$ cat src/rtl/i2c_config_sequencer.sv
// i2c_config_sequencer: writes NUM_WORDS 16-bit words from an externally supplied
// table to a 7-bit I2C slave as {addr+W, high byte, low byte} frames. Each byte
// is ACK-checked. A NACK aborts the frame, and the word is retried up to MAX_RETRY
// times before the sequence stops with an error.
module i2c_config_sequencer #(
    parameter int         NUM_WORDS = 10,
    parameter logic [6:0] DEV_ADDR  = 7'h1A,
    parameter int         CLK_DIV   = 4,
    parameter int         MAX_RETRY = 3,
    localparam int        IW        = (NUM_WORDS > 1) ? $clog2(NUM_WORDS) : 1
) (
    input  logic          i_clk,
    input  logic          i_rst_n,
    input  logic          i_start,
    input  logic [15:0]   i_word,
    input  logic          i_sdat,
    output logic [IW-1:0] o_word_idx,
    output logic          o_sclk,
    output logic          o_sdat,
    output logic          o_oen,
    output logic          o_busy,
    output logic          o_finished,
    output logic          o_error
);
    localparam int            QW    = (CLK_DIV > 1) ? $clog2(CLK_DIV) : 1;
    localparam int            RW    = (MAX_RETRY > 0) ? $clog2(MAX_RETRY + 1) : 1;
    localparam logic [QW-1:0] QLAST = QW'(CLK_DIV - 1);
    localparam logic [RW-1:0] RMAX  = RW'(MAX_RETRY);
    localparam logic [IW-1:0] ILAST = IW'(NUM_WORDS - 1);

    typedef enum logic [2:0] {
        S_IDLE, S_START, S_BIT, S_ACK, S_STOP, S_GAP, S_DONE, S_ERR
    } state_t;

    state_t        state_q;
    logic [QW-1:0] qcnt_q;     // cycle within the current quarter
    logic [1:0]    ph_q;       // quarter within the current state
    logic [2:0]    bit_q;      // bit within the byte, MSB first
    logic [1:0]    byte_q;     // byte within the frame
    logic [23:0]   shreg_q;    // frame shifted out from bit 23
    logic [IW-1:0] idx_q;
    logic [RW-1:0] retry_q;
    logic          good_q;     // all three bytes of the last attempt were ACKed
    logic          sclk_q, sdat_q, oen_q, busy_q, fin_q, err_q;
    logic          qend;

    assign qend       = (qcnt_q == QLAST);
    assign o_word_idx = idx_q;
    assign o_sclk     = sclk_q;
    assign o_sdat     = sdat_q;
    assign o_oen      = oen_q;
    assign o_busy     = busy_q;
    assign o_finished = fin_q;
    assign o_error    = err_q;

    // Sequencer FSM. Bus levels are registered. On each quarter boundary they are
    // loaded with the values for the quarter that is about to begin.
    always_ff @(posedge i_clk or negedge i_rst_n) begin
        if (!i_rst_n) begin
            state_q <= S_IDLE;
            qcnt_q  <= '0;
            ph_q    <= '0;
            bit_q   <= '0;
            byte_q  <= '0;
            shreg_q <= '0;
            idx_q   <= '0;
            retry_q <= '0;
            good_q  <= 1'b0;
            sclk_q  <= 1'b1;
            sdat_q  <= 1'b1;
            oen_q   <= 1'b1;
            busy_q  <= 1'b0;
            fin_q   <= 1'b0;
            err_q   <= 1'b0;
        end else if (state_q == S_IDLE || state_q == S_DONE || state_q == S_ERR) begin
            if (i_start) begin
                state_q <= S_START;
                qcnt_q  <= '0;
                ph_q    <= '0;
                idx_q   <= '0;
                retry_q <= '0;
                fin_q   <= 1'b0;
                err_q   <= 1'b0;
                busy_q  <= 1'b1;
            end
        end else if (!qend) begin
            qcnt_q <= qcnt_q + 1'b1;
        end else begin
            qcnt_q <= '0;
            ph_q   <= ph_q + 2'd1;
            case (state_q)
                S_START: begin
                    if (ph_q == 2'd0) begin
                        sdat_q <= 1'b0;
                    end else begin
                        // The word index is stable by now, so the table lookup is valid.
                        state_q <= S_BIT;
                        ph_q    <= '0;
                        sclk_q  <= 1'b0;
                        bit_q   <= '0;
                        byte_q  <= '0;
                        shreg_q <= {DEV_ADDR, 1'b0, i_word};
                    end
                end
                S_BIT: begin
                    if (ph_q == 2'd0) begin
                        sdat_q <= shreg_q[23];
                    end else if (ph_q == 2'd1) begin
                        sclk_q <= 1'b1;
                    end else if (ph_q == 2'd3) begin
                        sclk_q  <= 1'b0;
                        shreg_q <= {shreg_q[22:0], 1'b0};
                        bit_q   <= bit_q + 3'd1;
                        if (bit_q == 3'd7) begin
                            state_q <= S_ACK;
                            oen_q   <= 1'b0;
                        end
                    end
                end
                S_ACK: begin
                    if (ph_q == 2'd1) begin
                        sclk_q <= 1'b1;
                    end else if (ph_q == 2'd3) begin
                        oen_q  <= 1'b1;
                        sclk_q <= 1'b0;
                        if (!i_sdat && byte_q != 2'd2) begin
                            state_q <= S_BIT;
                            byte_q  <= byte_q + 2'd1;
                        end else begin
                            // The last byte was ACKed, or any byte was NACKed: close the frame.
                            state_q <= S_STOP;
                            sdat_q  <= 1'b0;
                            good_q  <= !i_sdat;
                        end
                    end
                end
                S_STOP: begin
                    if (ph_q == 2'd0) begin
                        sclk_q <= 1'b1;
                    end else if (ph_q == 2'd1) begin
                        sdat_q <= 1'b1;
                    end else begin
                        state_q <= S_GAP;
                        ph_q    <= '0;
                    end
                end
                S_GAP: begin
                    if (ph_q == 2'd3) begin
                        if (good_q) begin
                            if (idx_q == ILAST) begin
                                state_q <= S_DONE;
                                fin_q   <= 1'b1;
                                busy_q  <= 1'b0;
                            end else begin
                                idx_q   <= idx_q + 1'b1;
                                retry_q <= '0;
                                state_q <= S_START;
                            end
                        end else if (retry_q != RMAX) begin
                            retry_q <= retry_q + 1'b1;
                            state_q <= S_START;
                        end else begin
                            // o_word_idx is left pointing at the word that failed.
                            state_q <= S_ERR;
                            err_q   <= 1'b1;
                            busy_q  <= 1'b0;
                        end
                    end
                end
                default: state_q <= S_IDLE;
            endcase
        end
    end
endmodule

$ cat config.mk
export PLATFORM = sky130hd
export DESIGN_NAME = i2c_config_sequencer
export DESIGN_NICKNAME = d
export VERILOG_FILES = /design/src/rtl/i2c_config_sequencer.sv
export SDC_FILE = /design/constraint.sdc
export NUM_CORES = 1
export LEC_CHECK = 0
export BUFFER_PORTS_ARGS = -buffer_cell sky130_fd_sc_hd__buf_2
export CORE_MARGIN = 4
export CORE_UTILIZATION = 34
export DETAILED_ROUTE_END_ITERATION = 7
export GPL_TIMING_DRIVEN = 0
export HOLD_SLACK_MARGIN = 0.02
export PLACE_DENSITY = 0.51
export SLEW_MARGIN = 20
export SYNTH_ARGS = -nofsm -noshare
export SYNTH_HDL_FRONTEND = slang
export SYNTH_SLANG_ARGS = --single-unit
$ cat constraint.sdc
create_clock -name i_clk -period 2 [get_ports i_clk]
set_input_delay 0 -clock i_clk [delete_from_list [all_inputs] [get_ports i_clk]]
set_output_delay 0 -clock i_clk [all_outputs]
set_load 0.01 [all_outputs]
==> results of run 1 <==
-- worst max path at each step --
stage | start | endpoint | slack (ns) | cells after the start
floorplan | ph_q[0]$_DFFE_PN0P_ | state_q[0]$_DFFE_PN0P_ | 0.29 | 8
global placement | ph_q[1]$_DFFE_PN0P_ | shreg_q[11]$_DFFE_PN0P_ | -0.15 | 7
detailed placement | ph_q[1]$_DFFE_PN0P_ | shreg_q[11]$_DFFE_PN0P_ | -0.15 | 7
finish | ph_q[0]$_DFFE_PN0P_ | state_q[0]$_DFFE_PN0P_ | 0.14 | 8
global route | ph_q[0]$_DFFE_PN0P_ | state_q[0]$_DFFE_PN0P_ | 0.003 | 8
CTS | ph_q[1]$_DFFE_PN0P_ | shreg_q[1]$_DFFE_PN0P_ | 0.01 | 8
-- cell families (layout without fill, tap and decap cells) --
family / count (synthesis) / in the layout / share of synthesized area, %
DFF: 49 / 49 / 47.2
adders and majority gates: 12 / 12 / 5.66
and+or+nand+nor: 94 / 94 / 16.0
AOI/OAI and AO/OA: 81 / 81 / 18.4
buffers and inverters: 24 / 80 / 4.03
muxes: 22 / 22 / 8.68
-- layout make-up --
type                    count  area share [%]
plain buffers              15            3.16
clock buffers               5            2.12
clock inverters             2            1.19
inverters                   9            1.04
multi-input cells         209            40.1
flip-flops and latches     49            37.9
well taps                  99            3.82
repair buffers             49            10.6
-- cells in the final DEF (no fill, tap or decap), drive strengths merged, types with 10 or more instances in the layout --
master	synthesis	final
inv	9	10
o21ai	43	43
buf	10	43
mux2i	17	17
a21oi	16	16
ha	11	11
dlygate4sd3	0	19
dfrtp	46	46
nor2	23	23
nand2	45	45
-- timing repair --
action / in CTS / in global routing
resized for setup: 3 / 28
hold buffers: 19 / 0
setup buffers: 0 / 1
pin swaps: 1 / 2
setup endpoints to repair: 21 / 29
hold endpoints to repair: 65 / 0
-- per-layer routing --
metal	routed length [microns]	vias to the layer above
met3	224	5
met4	48	0
li1	-	1111
met5	0	-
met2	3040	45
met1	2900	1126
-- sequential cells by signal, indices dropped and copies added (netlist names) --
register and flops:
state_q 3, o_oen 1, o_word_idx 4, byte_q 2
ph_q 2, shreg_q 24, o_busy 1, qcnt_q 2
o_sclk 1, o_error 1, good_q 1, retry_q 2
bit_q 3, o_sdat 1, o_finished 1
-- power by group --
part	switching, mW	internal (mW)
Clock	0.354	0.371
Sequential	0.229	1.35
Combinational	1.09	0.755
Total	1.67	2.47
-- through the flow --
stage	instances	hold WS (ns)
after floorplan	282	-0.296
after global placement	410	0.218
after detailed placement	410	0.0741
after CTS	436	0.286
after global routing	437	0.311
final	437	0.265
==> impl_results.md, run 1 <==
- Result of the run: completed
- Post-synthesis sequential area ratio: a little under half
- Period minus WS final: ~1.9 ns
- Ports: 30
- Final Total Pwr: ~4.1 mW
- CP dominant cell by count: sky130_fd_sc_hd__nor2_2
- CP Cell Sequence: inv_1 -> ha_1 -> buf_4 -> nor2_2 -> a222oi_1 -> o2bb2ai_2 -> nor2_2 -> mux2i_1
- Number of instances in the synthesized netlist: 282
- Routed wire length per instance: ~14 microns
- Count of vias placed by the detailed router: roughly 2300
- Max-cap check violation count: 0
- Area delta synth->final: 24.5%
- Total wirelength of the detailed-routed design: between 6000 and 7000 microns
- Critical-path cell with the highest stage delay: sky130_fd_sc_hd__dfrtp_2
- Layout Nets: roughly 370
- Critical R2R Launch: ph_q[0]$_DFFE_PN0P_
- Effective utilization at floorplan: a little over a third
- Most used standard cells in the synthesized netlist: sky130_fd_sc_hd__dfrtp_1, sky130_fd_sc_hd__nand2_1, sky130_fd_sc_hd__nor2_1, sky130_fd_sc_hd__o21ai_1, sky130_fd_sc_hd__o21ai_0
- Endpoint kind of the worst setup timing path: flip-flop
- Final setup slack of the worst path: 0.145 ns
- Total global routing overflow: 0
- Cell types occupying the most area after synthesis: sky130_fd_sc_hd__dfrtp_1, sky130_fd_sc_hd__mux2i_1, sky130_fd_sc_hd__nand2_1
- Depth of the CTS H-tree: 2
- Largest net degree at the start of global routing: 50
- Area share of the leading cell type in the synthesized netlist: about 44%
- Count of input and output buffers: 29
- Most used DFF post-synth: sky130_fd_sc_hd__dfrtp_1
- Slack of the worst reg-to-reg path: approximately 0.14 ns
- Worst-skew pair later-pin latency: around 0.30 ns
- Most common cell in the netlist: sky130_fd_sc_hd__dfrtp_1
- Worst Reg-to-Reg Cells: 8
- Clock Tree Root: sky130_fd_sc_hd__clkbuf_8
- Highest Clock Rate: approximately 540 MHz
- Pin slew with the least headroom to its limit: around 0.63 ns
- GR Util met1: around 20%
- Worst-case setup slack after placement: -0.147 ns
- Final Hold Vio Count: 0
- First-pass iteration count of the detailed router: 4
- Residual DRC: 0
- Initial antenna violation count: 0
- Tot GR Track Use: 15.1%
- Category of the most critical setup path: flip-flop to flip-flop
- Gate family responsible for the most delay along the worst path: compound AO/OA/AOI/OAI gates
- Clock Skew: between 0.006 and 0.007 ns
- FF+latch count, synth: 49
- Number of nets still failing antenna checks after routing: 0
- Die boundary height: 95.6 microns
- CTS tree: yes
- Clock-pin slew on the worst setup and hold paths: around 0.1 ns
- GR peak layer: met2
- Number of enable flip-flop cells after synthesis: 0
- Leading area contributor after synthesis: sky130_fd_sc_hd__dfrtp_1
- Required arrival time at the worst endpoint: approximately 2.2 ns
- Flip-flop and latch area: approximately 1200 sq um
- Instance area after placement: between 2000 and 3000 sq um
- Leakage component of the power: between 1.5 and 2 nW
- CTS max path bufs: 2
- Routability-driven placement congestion ratio: roughly 0.8
- Number of setup violations in the final report: 0
- Count of buffer and inverter cells on the critical path: 2
- Power per cell area: ~1300 nW/um^2
- RSZ-0062 raised after global routing: false
- Post-Synthesis Net Count: 313
- N_diodes: 0
- Distinct cells, synth: 44
- Number of global-route vias before repair: between 2000 and 2500
- Iter 0 DRT Violations: 64
- Worst rel slew slack: between 50% and 60%
- Global-route wire length before repair: approximately 11000 microns
- Highest fanout seen on the critical path: 10
- Data arrival, critical path: roughly 2 ns
- Path category of the worst min-delay check: primary input to asynchronous set/reset pin
- Half-perimeter wire length of the detailed placement result: 4310 microns
- Final standard cell area without fillers: approximately 3200 sq um
- Area of combinational cells with multiple inputs: roughly 1300 sq um
- Yosys synthesis warning count: 0
- Fin crit share: around 90%
- Die X: around 96 microns
- Final core occ: around 44%
- Detailed-route vias per instance: ~5.2
- Reg2Reg Capture Point: state_q[0]$_DFFE_PN0P_
- Global routing usage on met2: 25.4%
- Met3 track demand over resource in global routing: roughly 2.8%
- Die area: about 9000 sq um
- Netlist area before placement: about 2600 sq um
- Slowest Stage Delay on Critical Path: 0.46 ns
- Peak VDD IR: around 0.54 mV
- Filler Cell Count: between 700 and 800
- Std-Cell Rows: 31
- Final TNS setup: 0 ns
- Avg Synthesized Cell Area: about 9.2 sq um
- TritonCTS Buffers: 5
- Worst setup SP type: flip-flop
- Share of async-settable or async-resettable flops after synthesis: between 90% and 100%
- Final Max Slew Viols: 0
- Placeable Area: about 7400 sq um
- Clock sink count: just under 50
- Layout cells sized above 1: 20.1%
Power figures use the tool's default switching activity.
==> run 2, diff against run 1 <==
--- a/config.mk
+++ b/config.mk
@@ -5,8 +5,9 @@
 export SDC_FILE = /design/constraint.sdc
 export NUM_CORES = 1
 export LEC_CHECK = 0
+export ABC_AREA = 1
 export BUFFER_PORTS_ARGS = -buffer_cell sky130_fd_sc_hd__buf_2
-export CORE_MARGIN = 4
+export CORE_MARGIN = 2
 export CORE_UTILIZATION = 34
 export DETAILED_ROUTE_END_ITERATION = 7
 export GPL_TIMING_DRIVEN = 0
==> impl_results.md, run 2 <==
- Result of the run: completed
- Clock sink count: approximately 50
- Residual DRC: 0
- Die boundary height: ~96 microns
- Die X: between 90 and 100 microns
- Max-cap check violation count: 0
- Period minus WS final: approximately 1.9 ns
- CTS tree: yes
- Largest net degree at the start of global routing: 50
- Routed wire length per instance: 12.7 microns
- GR peak layer: met2
- Most common cell in the netlist: sky130_fd_sc_hd__nand2_1
- Post-Synthesis Net Count: 383
- Placeable Area: roughly 8300 sq um
- GR Util met1: about a fifth
- Area of combinational cells with multiple inputs: roughly 1400 sq um
- Highest fanout seen on the critical path: 10
- RSZ-0062 raised after global routing: false
- Register ranked first by flip-flop count: shreg_q
- Clock-pin slew on the worst setup and hold paths: about 0.10 ns
- Cell types occupying the most area after synthesis: sky130_fd_sc_hd__dfrtp_1, sky130_fd_sc_hd__nand2_1, sky130_fd_sc_hd__o21ai_2
- Count of input and output buffers: 29
- Final Hold Vio Count: 0
- First-pass iteration count of the detailed router: 4
- Worst rel slew slack: between 50 and 60%
- Area fraction in and, or, nand and nor cells after synthesis: between 20% and 30%
- Global-route wire length before repair: between 10000 and 15000 microns
- Initial antenna violation count: 0
- Most frequent cells in the layout: sky130_fd_sc_hd__nand2_1, sky130_fd_sc_hd__dfrtp_1, sky130_fd_sc_hd__o21ai_0
- Total wirelength of the detailed-routed design: roughly 6300 microns
- FF+latch count, synth: a little under 50
- Yosys synthesis warning count: 0
- Routability-driven placement congestion ratio: 0.828
- Area delta synth->final: 14.6%
- Worst setup SP type: flip-flop
- Leakage component of the power: around 1.7 nW
- Most used standard cells in the synthesized netlist: sky130_fd_sc_hd__nand2_1, sky130_fd_sc_hd__dfrtp_1, sky130_fd_sc_hd__o21ai_0
- TritonCTS Buffers: 5
- Die area: between 9000 and 10000 sq um
- Adder-cell area share of the yosys netlist: ~4.7%
- Detailed-route vias per instance: about 4.7
- Resized cells post-CTS: 0
- Count of vias placed by the detailed router: 2363
- Path category of the worst min-delay check: primary input to flip-flop
- Tot GR Track Use: between 10 and 15%
- Worst-skew pair later-pin latency: slightly above 0.3 ns
- Startpoint of the worst hold path: i_word[8]
- Std-Cell Rows: 33
- Fin crit share: between 90% and 100%
- Gate family responsible for the most delay along the worst path: flip-flops
- Effective utilization at floorplan: between 30% and 40%
- Share of async-settable or async-resettable flops after synthesis: 100%
- Required arrival time at the worst endpoint: about 2.2 ns
- Data arrival, critical path: 2.05 ns
- Endpoint kind of the worst setup timing path: flip-flop
- Final Total Pwr: 4.27 mW
- Half-perimeter wire length of the detailed placement result: roughly 4500 microns
- Compound-gate portion of the synthesized area: between 15 and 20%
- Crit path from: ph_q[0]$_DFFE_PN0P_
- Slowest Stage Delay on Critical Path: roughly 0.46 ns
- Filler Cell Count: just under 900
- Count of buffer and inverter cells on the critical path: 2
- Global routing usage on met2: 25.1%
- Met3 track demand over resource in global routing: 2.58%
- Final Max Slew Viols: 0
- Number of global-route vias before repair: between 2000 and 2500
- CP Cell Sequence: ha_1 -> inv_1 -> nand2_1 -> o21ai_2 -> nand4_4 -> buf_6 -> nand2_1 -> o21ai_2
- Depth of the CTS H-tree: 2
- Category of the most critical setup path: flip-flop to flip-flop
- Layout cells sized above 1: 27.7%
- Total global routing overflow: 0
- Mux contribution to synthesized area: 0%
- Peak VDD IR: 0.485 mV
- Post-synthesis sequential area ratio: a little over two fifths
- Number of instances in the synthesized netlist: 352
- Flip-flop and latch area: roughly 1200 sq um
- Critical-path cell with the highest stage delay: sky130_fd_sc_hd__dfrtp_1
- Layout Nets: 423
- Most frequent standard cell in the layout excluding fill and tap cells: sky130_fd_sc_hd__nand2_1
- Leading area contributor after synthesis: sky130_fd_sc_hd__dfrtp_1
- XOR/XNOR Fraction of Synth Area: less than 1%
- Area share of the leading cell type in the synthesized netlist: between 30 and 40%
- Most used DFF post-synth: sky130_fd_sc_hd__dfrtp_1
- Number of setup violations in the final report: 0
- Clock Tree Root: sky130_fd_sc_hd__clkbuf_8
- Critical R2R Launch: ph_q[0]$_DFFE_PN0P_
- CTS max path bufs: 2
- Highest Clock Rate: roughly 540 MHz
- Distinct cells, synth: 30
- Pin slew with the least headroom to its limit: 0.649 ns
- Number of nets still failing antenna checks after routing: 0
- Ports: 30
- Combinational family with the most area after synthesis: simple AND/OR/NAND/NOR gates
- N_diodes: 0
- Clock Skew: 0.00942 ns
- Avg Synthesized Cell Area: 8.24 sq um
- Power per cell area: approximately 1300 nW/um^2
- Number of buffers inserted to repair setup after CTS: 0
- Max reg flops: 24
- Final TNS setup: 0 ns
- Netlist area before placement: between 2000 and 3000 sq um
- Iter 0 DRT Violations: 51
- Number of enable flip-flop cells after synthesis: 0
==> run 2: cell types whose count changed in the layout (fill, tap and decap cells not counted), sizes merged, moves of 15 or more <==
| cell | change |
|---|---|
| inv | +19 |
| nand2 | +57 |
| o21ai | +24 |
| nand3 | +18 |
| dlygate4sd3 | -15 |
| or2 | +17 |
| mux2i | -17 |
==> run 2: cell families after synthesis <==
group / after synthesis
AOI/OAI and AO/OA: 76
xor gates and xnor gates: 2
adders and majority gates: 11
buffers and inverters: 41
DFF: 49
and+or+nand+nor: 173
==> run 2: area by class of cell <==
class / count / area share, %
well taps: 105 / 3.95
clock buffers: 7 / 2.90
repair buffers: 33 / 5.65
clock inverters: 1 / 0.263
inverters: 28 / 3.16
flip-flops and latches: 49 / 37.0
multi-input cells: 262 / 43.5
plain buffers: 13 / 3.58
==> run 2: path summary, 6_finish.rpt <==
path,to,slack (ns),depth (start not counted)
max in group asynchronous,ph_q[0]$_DFFE_PN0P_,1.31,2
setup / recovery,shreg_q[14]$_DFFE_PN0P_,0.15,8
min in group asynchronous,o_word_idx[3]$_DFFE_PN0P_,0.25,2
hold reg to reg,o_sdat$_DFFE_PN1P_,0.47,2
setup reg to reg,shreg_q[14]$_DFFE_PN0P_,0.15,8
hold / removal,shreg_q[8]$_DFFE_PN0P_,0.09,4
==> run 2: power by group <==
part           switching [mW]  internal (mW)
logic                    1.29          0.749
clock network           0.367          0.321
registers               0.214           1.33
==> run 2: repair_timing <==
item                                    in CTS  in global routing
hold buffers                                 4                  0
hold endpoints to repair                    50                  0
endpoints found under the setup margin       0                  0
==> run 2: metal layers <==
layer	vias up	routed length [microns]
li1	1226	-
met2	39	2920
met5	-	0
met4	0	67
met1	1091	3150
met3	7	185
==> run 2: metrics by stage <==
stage / instances / setup WS (ns) / area (sq um) / hold WS, ns / utilization, %
final: 498 / 0.147 / 3320 / 0.0886 / 40.3
after global routing: 498 / 0.0373 / 3320 / 0.112 / 40.3
after CTS: 498 / 0.140 / 3320 / 0.0876 / 40.3
after detailed placement: 486 / 0.153 / 3180 / 0.0803 / 38.5
after global placement: 486 / 0.169 / 3180 / 0.273 / 38.5
after floorplan: 352 / 0.406 / 2900 / -0.296 / -
==> run 2: worst min-delay path, delay by kind of cell <==
family | cells | cell delay [ns]
compound gates | 2 | 0.21
simple gates | 1 | 0.09
buf+inv | 1 | 0.07
